==> src/rtl/pc_vector_sequencer_if.sv <==
// Bus and PC-control bundle between the instruction decoder/datapath and the
// interrupt/reset entry sequencer.
interface pc_vector_sequencer_if;
    logic        cpu_en;
    logic        int_poll;
    logic        brk_req;
    logic        nmi_n;
    logic        irq_n;
    logic        i_flag;
    logic [15:0] pc;
    logic [7:0]  p;
    logic [7:0]  sp;
    logic        busy;
    logic [15:0] addr;
    logic [7:0]  wdata;
    logic        mem_write;
    logic        sp_dec;
    logic        set_i;
    logic        pcl_write;
    logic        pch_write;
    logic        pcl_src;
    logic        pch_src;
    logic        done;

    modport master (
        output cpu_en, int_poll, brk_req, nmi_n, irq_n, i_flag, pc, p, sp,
        input  busy, addr, wdata, mem_write, sp_dec, set_i, pcl_write, pch_write,
        input  pcl_src, pch_src, done
    );

    modport slave (
        input  cpu_en, int_poll, brk_req, nmi_n, irq_n, i_flag, pc, p, sp,
        output busy, addr, wdata, mem_write, sp_dec, set_i, pcl_write, pch_write,
        output pcl_src, pch_src, done
    );
endinterface

==> src/rtl/pc_vector_sequencer.sv <==
// 7-cycle 6502 reset/NMI/IRQ/BRK entry: two dummy reads, three stack pushes
// (suppressed on reset), then PCL/PCH loaded from the selected vector.
module pc_vector_sequencer (
    input  logic                 i_clk,
    input  logic                 i_reset,
    pc_vector_sequencer_if.slave io_seq
);
    typedef enum logic [3:0] {
        StRstHold, StIdle, StDum1, StDum2, StPushH, StPushL, StPushP, StVecL, StVecH
    } state_e;

    typedef enum logic [1:0] {KindReset, KindNmi, KindIrq, KindBrk} kind_e;

    state_e      r_state;
    kind_e       r_kind;
    logic        r_b;
    logic [15:0] r_vec;
    logic        r_nmi_prev;
    logic        r_nmi_pending;

    state_e      w_state_d;
    kind_e       w_kind_d;
    logic        w_b_d;
    logic [15:0] w_vec_d;
    logic        w_nmi_pending_d;
    logic        w_nmi_edge;
    logic        w_nmi_clear;
    logic        w_irq_pending;
    logic        w_start;
    logic        w_push_wr;

    logic        w_busy;
    logic [15:0] w_addr;
    logic [7:0]  w_wdata;
    logic        w_mem_write;
    logic        w_sp_dec;
    logic        w_set_i;
    logic        w_pcl_write;
    logic        w_pch_write;
    logic        w_pcl_src;
    logic        w_pch_src;
    logic        w_done;
    logic        w_unused_p;

    assign w_unused_p    = ^io_seq.p[5:4];
    assign w_nmi_edge    = io_seq.cpu_en & r_nmi_prev & ~io_seq.nmi_n;
    assign w_irq_pending = ~io_seq.irq_n & ~io_seq.i_flag;
    assign w_start       = io_seq.cpu_en & io_seq.int_poll
                         & (r_nmi_pending | w_irq_pending | io_seq.brk_req);

    always_comb begin
        w_state_d   = r_state;
        w_kind_d    = r_kind;
        w_b_d       = r_b;
        w_vec_d     = r_vec;
        w_nmi_clear = 1'b0;
        if (io_seq.cpu_en) begin
            unique case (r_state)
                StRstHold: w_state_d = StDum1;
                StIdle: begin
                    if (w_start) begin
                        w_state_d = StDum1;
                        w_kind_d  = r_nmi_pending ? KindNmi :
                                    (w_irq_pending ? KindIrq : KindBrk);
                        w_b_d     = ~r_nmi_pending & ~w_irq_pending;
                    end
                end
                StDum1:  w_state_d = StDum2;
                StDum2:  w_state_d = StPushH;
                StPushH: w_state_d = StPushL;
                StPushL: w_state_d = StPushP;
                StPushP: begin
                    // A pending NMI hijacks whatever sequence is in flight.
                    w_state_d = StVecL;
                    w_vec_d   = r_nmi_pending ? 16'hFFFA :
                                ((r_kind == KindReset) ? 16'hFFFC : 16'hFFFE);
                end
                StVecL: begin
                    w_state_d   = StVecH;
                    w_nmi_clear = (r_vec == 16'hFFFA);
                end
                StVecH:  w_state_d = StIdle;
                default: w_state_d = StRstHold;
            endcase
        end
        // A fresh edge outranks the clear so a back-to-back NMI is not lost.
        w_nmi_pending_d = w_nmi_edge ? 1'b1 : (w_nmi_clear ? 1'b0 : r_nmi_pending);
    end

    always_ff @(posedge i_clk) begin
        if (i_reset) begin
            r_state       <= StRstHold;
            r_kind        <= KindReset;
            r_b           <= 1'b0;
            r_vec         <= 16'hFFFC;
            r_nmi_prev    <= 1'b1;
            r_nmi_pending <= 1'b0;
        end else begin
            r_state       <= w_state_d;
            r_kind        <= w_kind_d;
            r_b           <= w_b_d;
            r_vec         <= w_vec_d;
            r_nmi_pending <= w_nmi_pending_d;
            if (io_seq.cpu_en) begin
                r_nmi_prev <= io_seq.nmi_n;
            end
        end
    end

    assign w_push_wr = io_seq.cpu_en & (r_kind != KindReset);

    always_comb begin
        w_busy      = (r_state != StIdle);
        w_addr      = 16'h0000;
        w_wdata     = 8'h00;
        w_mem_write = 1'b0;
        w_sp_dec    = 1'b0;
        w_set_i     = 1'b0;
        w_pcl_write = 1'b0;
        w_pch_write = 1'b0;
        w_pcl_src   = 1'b0;
        w_pch_src   = 1'b0;
        w_done      = 1'b0;
        unique case (r_state)
            StDum1, StDum2: w_addr = io_seq.pc;
            StPushH, StPushL, StPushP: begin
                w_addr      = {8'h01, io_seq.sp};
                w_mem_write = w_push_wr;
                w_sp_dec    = io_seq.cpu_en;
                if (r_state == StPushH) begin
                    w_wdata = io_seq.pc[15:8];
                end else if (r_state == StPushL) begin
                    w_wdata = io_seq.pc[7:0];
                end else begin
                    w_wdata = {io_seq.p[7:6], 1'b1, r_b, io_seq.p[3:0]};
                end
            end
            StVecL: begin
                w_addr      = r_vec;
                w_pcl_write = io_seq.cpu_en;
                w_pcl_src   = 1'b1;
                w_set_i     = io_seq.cpu_en;
            end
            StVecH: begin
                w_addr      = r_vec + 16'd1;
                w_pch_write = io_seq.cpu_en;
                w_pch_src   = 1'b1;
                w_done      = io_seq.cpu_en;
            end
            default: ;
        endcase
    end

    assign io_seq.busy      = w_busy;
    assign io_seq.addr      = w_addr;
    assign io_seq.wdata     = w_wdata;
    assign io_seq.mem_write = w_mem_write;
    assign io_seq.sp_dec    = w_sp_dec;
    assign io_seq.set_i     = w_set_i;
    assign io_seq.pcl_write = w_pcl_write;
    assign io_seq.pch_write = w_pch_write;
    assign io_seq.pcl_src   = w_pcl_src;
    assign io_seq.pch_src   = w_pch_src;
    assign io_seq.done      = w_done;
endmodule

==> src/flat_wrapper.sv <==
// flat-port wrapper written by rule: the top's interface ports become plain ports
module pc_vector_sequencer_flat 
  (i_clk, i_reset, io_seq_cpu_en, io_seq_int_poll, io_seq_brk_req, io_seq_nmi_n, io_seq_irq_n, io_seq_i_flag, io_seq_pc, io_seq_p, io_seq_sp, io_seq_busy, io_seq_addr, io_seq_wdata, io_seq_mem_write, io_seq_sp_dec, io_seq_set_i, io_seq_pcl_write, io_seq_pch_write, io_seq_pcl_src, io_seq_pch_src, io_seq_done);
  pc_vector_sequencer_if io_seq_i ();
  input  logic i_clk;
  input  logic i_reset;
  input wire logic [$bits(io_seq_i.cpu_en)-1:0] io_seq_cpu_en;
  input wire logic [$bits(io_seq_i.int_poll)-1:0] io_seq_int_poll;
  input wire logic [$bits(io_seq_i.brk_req)-1:0] io_seq_brk_req;
  input wire logic [$bits(io_seq_i.nmi_n)-1:0] io_seq_nmi_n;
  input wire logic [$bits(io_seq_i.irq_n)-1:0] io_seq_irq_n;
  input wire logic [$bits(io_seq_i.i_flag)-1:0] io_seq_i_flag;
  input wire logic [$bits(io_seq_i.pc)-1:0] io_seq_pc;
  input wire logic [$bits(io_seq_i.p)-1:0] io_seq_p;
  input wire logic [$bits(io_seq_i.sp)-1:0] io_seq_sp;
  output wire logic [$bits(io_seq_i.busy)-1:0] io_seq_busy;
  output wire logic [$bits(io_seq_i.addr)-1:0] io_seq_addr;
  output wire logic [$bits(io_seq_i.wdata)-1:0] io_seq_wdata;
  output wire logic [$bits(io_seq_i.mem_write)-1:0] io_seq_mem_write;
  output wire logic [$bits(io_seq_i.sp_dec)-1:0] io_seq_sp_dec;
  output wire logic [$bits(io_seq_i.set_i)-1:0] io_seq_set_i;
  output wire logic [$bits(io_seq_i.pcl_write)-1:0] io_seq_pcl_write;
  output wire logic [$bits(io_seq_i.pch_write)-1:0] io_seq_pch_write;
  output wire logic [$bits(io_seq_i.pcl_src)-1:0] io_seq_pcl_src;
  output wire logic [$bits(io_seq_i.pch_src)-1:0] io_seq_pch_src;
  output wire logic [$bits(io_seq_i.done)-1:0] io_seq_done;
  assign io_seq_i.cpu_en = io_seq_cpu_en;
  assign io_seq_i.int_poll = io_seq_int_poll;
  assign io_seq_i.brk_req = io_seq_brk_req;
  assign io_seq_i.nmi_n = io_seq_nmi_n;
  assign io_seq_i.irq_n = io_seq_irq_n;
  assign io_seq_i.i_flag = io_seq_i_flag;
  assign io_seq_i.pc = io_seq_pc;
  assign io_seq_i.p = io_seq_p;
  assign io_seq_i.sp = io_seq_sp;
  assign io_seq_busy = io_seq_i.busy;
  assign io_seq_addr = io_seq_i.addr;
  assign io_seq_wdata = io_seq_i.wdata;
  assign io_seq_mem_write = io_seq_i.mem_write;
  assign io_seq_sp_dec = io_seq_i.sp_dec;
  assign io_seq_set_i = io_seq_i.set_i;
  assign io_seq_pcl_write = io_seq_i.pcl_write;
  assign io_seq_pch_write = io_seq_i.pch_write;
  assign io_seq_pcl_src = io_seq_i.pcl_src;
  assign io_seq_pch_src = io_seq_i.pch_src;
  assign io_seq_done = io_seq_i.done;
  pc_vector_sequencer u_core (.i_clk(i_clk), .i_reset(i_reset), .io_seq(io_seq_i));
endmodule
==> config.mk <==
export PLATFORM = sky130hd
export DESIGN_NAME = pc_vector_sequencer_flat
export DESIGN_NICKNAME = d
export VERILOG_FILES = /design/src/rtl/pc_vector_sequencer_if.sv /design/src/rtl/pc_vector_sequencer.sv /design/src/flat_wrapper.sv
export SDC_FILE = /design/constraint.sdc
export NUM_CORES = 1
export LEC_CHECK = 0
export ABC_AREA = 1
export BUFFER_PORTS_ARGS = -buffer_cell sky130_fd_sc_hd__buf_4
export CAP_MARGIN = 20
export CORE_ASPECT_RATIO = 0.9
export CORE_UTILIZATION = 41
export DETAILED_ROUTE_END_ITERATION = 8
export HOLD_SLACK_MARGIN = 0.03
export PLACE_DENSITY = 0.79
export SLEW_MARGIN = 20
export SYNTH_ARGS = -nofsm -noshare
export SYNTH_HDL_FRONTEND = slang
export SYNTH_SLANG_ARGS = --single-unit
export TNS_END_PERCENT = 5
==> constraint.sdc <==
create_clock -name i_clk -period 1.3 [get_ports i_clk]
set_input_delay 0.13 -clock i_clk [delete_from_list [all_inputs] [get_ports i_clk]]
set_output_delay 0.13 -clock i_clk [all_outputs]
set_load 0.03 [all_outputs]
==> impl_metrics.ini <==
[layout]
finalNetCount = 330
seqCellArea_um2 = 230
fillerInstances = 153
n_antenna_cell = 0
synthToLayoutAreaGrowth_pct = 96.8
drive_above_1_share_pct = 49.8
final_cell_area_um2 = 2100
multi_input_area_um2 = 833

[sta]
setup_viol = 34
worstMarginPinSlew_ns = 0.430
grt_setup_unrepaired = yes
slew_violations = 0
min_period_over_period_pct = 131
min_period_ns = 1.70
final.setup.tns_ns = -8.57
relSlewSlack_pct = 71.3
finalWorstSetupSlack_ns = -0.405
fin_worst_skew_ns = 0.00103
fmax_mhz = 587
finalHoldViolCount = 0

[critical_path]
worstSetupStartpointType = flip-flop
critPathKind = reg -> out
critPathRequiredTime_ns = 1.17
crit_fanout = 7
crit_end = io_seq_wdata[1]
cp_top_family = flip-flops
critical_path_buf_inv_count = 3
cp.depth = 8
cpPeakStageDelay_ns = 0.40
r2r_slack_ns = -0.07
worstPathArrival_ns = 1.57
r2r_end = u_core.r_vec[1]$_SDFFE_PP0P_
critPathLaunch = u_core.r_state[0]$_SDFFE_PP0P_
crit_path_cell_trace = inv_4, nor2_4, nand2_8, nand2_2, o21ai_2, o21bai_1, inv_1, buf_6
endpoint_kind = output pin
rr_worst_depth = 8
crit-reg2reg-launch = u_core.r_state[1]$_SDFFE_PP0P_
crit_slowest_cell = dfxtp_4

[placement]
place_hpwl_um = 2770
port-buffer-count = 70
gp_congestion = 0.839
placed_cell_area_um2 = 1740

[route]
drc = 0
wl_um = 4320
first_pass_iters = 4
dr_wl_met3_um = 400
viasPerCell = 5.24
top_layer_used = met4
dr.first_iter.drc_count = 104
ant_nets = 0
wl_met2_um = 2210
wl_met1_um = 1620
wl_per_cell_um = 13.6
vias = 1661

[die]
pin_count = 73
die_w_um = 55.8
rows = 17
fp.dieArea_um2 = 2810
start_util_pct = 43.3
die_y_um = 50.4
core-area_um2 = 2470

[clock_network]
path_clk_slew_ns = 0.08
cts_buffers = 3
cts-hold-fix-buffers = 0
h-tree-depth = 1
cts.sinks = 11
cts_tree = done
clk_latency_ns = 0.26
cts.path.max_buffers = 2
clockRootBuffer = clkbuf_4

[yosys]
seq_area_frac_synth_pct = 20.6
synthFlopType = dfxtp_1
synth_edf_count = 0
postSynth.asyncResetShare_pct = 0
synth_area_per_cell_um2 = 5.45
netlist_instances = 196
synthesis.nets = 236
yosys_warnings = 0
netlist_area_um2 = 1070
synth_seq_cells = 11
synth_cell_type_count = 19

[global_routing]
antenna_found_initial = 0
grt_first_pass_wirelength_um = 6290
grt-ovfl-total = 0
grt_max_degree = 11
grt_usage_pct = 27.6
grt_pass1_vias = 1457

[worst_hold_path]
hp-class = in -> reg
hp-start = i_reset

[power]
total_leakage_power_uw = 0.00120
powerDensity_nw_per_um2 = 820
vdd_drop_max_v = 0.000795

[status]
status = finished with violations
failed_checks = setup timing

[run]
drv_cap = 0
[final cells by class]
class                   instances  share of cell area (%)
clock buffers                   3                    1.07
multi-input cells             142                    39.7
repair buffers                 91                    37.9
inverters                      40                    8.10
flip-flops and latches         11                    11.0
clock inverters                 1                   0.238
well taps                      28                    1.67
repair inverters                1                   0.357
[power breakdown]
part / leakage, µW / switching, µW / internal, µW
combinational: 0.00109 / 627 / 473
clock: 0.0000177 / 120 / 114
sequential: 0.0000920 / 28.2 / 362
[cells by family after synthesis]
logic type,count (synthesis),share of synthesized area (%)
compound gates,40,21.5
flops,11,20.6
buf+inv,44,17.6
simple gates,101,40.3
[Yosys cell counts, types with 3 or more instances]
cell type	instances	area, µm²
nand2_1	58	218
dfxtp_1	11	220
inv_1	37	139
o21ai_0	17	85.1
nand3_1	14	70.1
a21oi_1	9	45.0
o21ai_1	3	15.0
o211ai_1	4	30.0
inv_2	3	11.3
nor2_1	19	71.3
o21bai_1	6	45.0
nand2_2	4	25.0
[cell usage in the layout (no fill, tap or decap), types with 3 or more instances in the layout]
master / Yosys / routed
nand3_1: 14 / 12
nor2_1: 19 / 14
o21ai_2: 1 / 5
nand2_1: 58 / 46
dfxtp_1: 11 / 7
nor2_4: 2 / 5
o21ai_0: 17 / 4
clkbuf_4: 0 / 3
inv_2: 3 / 4
nor2_2: 1 / 3
a21oi_1: 9 / 6
a21oi_2: 0 / 3
o211ai_1: 4 / 4
buf_6: 2 / 27
inv_1: 37 / 32
nand2_2: 4 / 8
o21bai_1: 6 / 6
buf_4: 2 / 63
nand2_4: 0 / 7
o21ai_1: 3 / 12
[worst reg2reg max path, stage by stage, from the launching register on]
cell and delay [ns]:
dfxtp_4 0.40, buf_4 0.12, inv_1 0.04, nor2_1 0.19, nand2_1 0.13, nor2_1 0.15
nand2_1 0.09, nor2_1 0.09, nor2_1 0.05
[layer usage]
layer	GRT usage [%]	vias up
li1	-	799
met1	33.5	764
met2	51.2	88
met3	4.38	10
met4	5.83	0
met5	0	-
[sequential cells by signal, indices dropped and copies added, names as in the netlist]
register	flops
u_core.r_nmi_pending	1
u_core.r_vec	2
u_core.r_state	4
u_core.r_nmi_prev	1
u_core.r_kind	2
u_core.r_b	1
[per-stage QoR]
stage	std cells	worst slack, ns	total power, µW	utilization, %	hold slack [ns]
2_1_floorplan	196	-0.0954	882	-	0.199
3_3_place_gp	308	-0.128	1250	70.4	0.331
3_5_place_dp	308	-0.135	1250	70.4	0.336
4_1_cts	315	-0.298	1630	80.0	0.0535
5_1_grt	317	-0.527	1810	85.1	0.0540
6_report	317	-0.405	1720	85.1	0.0546
[timing repair]
| item | CTS | global route |
|---|---|---|
| pin swaps | 8 | 14 |
| gates resized for setup | 60 | 33 |
| endpoints found under the setup margin | 38 | 43 |
| gates cloned | 2 | 0 |
| buffers inserted | 1 | 2 |
[worst min-delay path by stage]
| stage | cells past startpoint | endpoint | slack [ns] |
|---|---|---|---|
| after global routing | 2 | u_core.r_kind[1]$_SDFFE_PP0P_ | 0.05 |
| final | 2 | u_core.r_b$_SDFFE_PP0P_ | 0.05 |
| after CTS | 2 | u_core.r_state[3]$_SDFFE_PP0P_ | 0.05 |
| after detailed placement | 2 | u_core.r_b$_SDFFE_PP0P_ | 0.34 |
| after global placement | 2 | u_core.r_nmi_pending$_SDFFE_PP0P_ | 0.33 |
| after floorplan | 1 | u_core.r_b$_SDFFE_PP0P_ | 0.20 |
No activity file was read; power rests on OpenSTA's default activity.
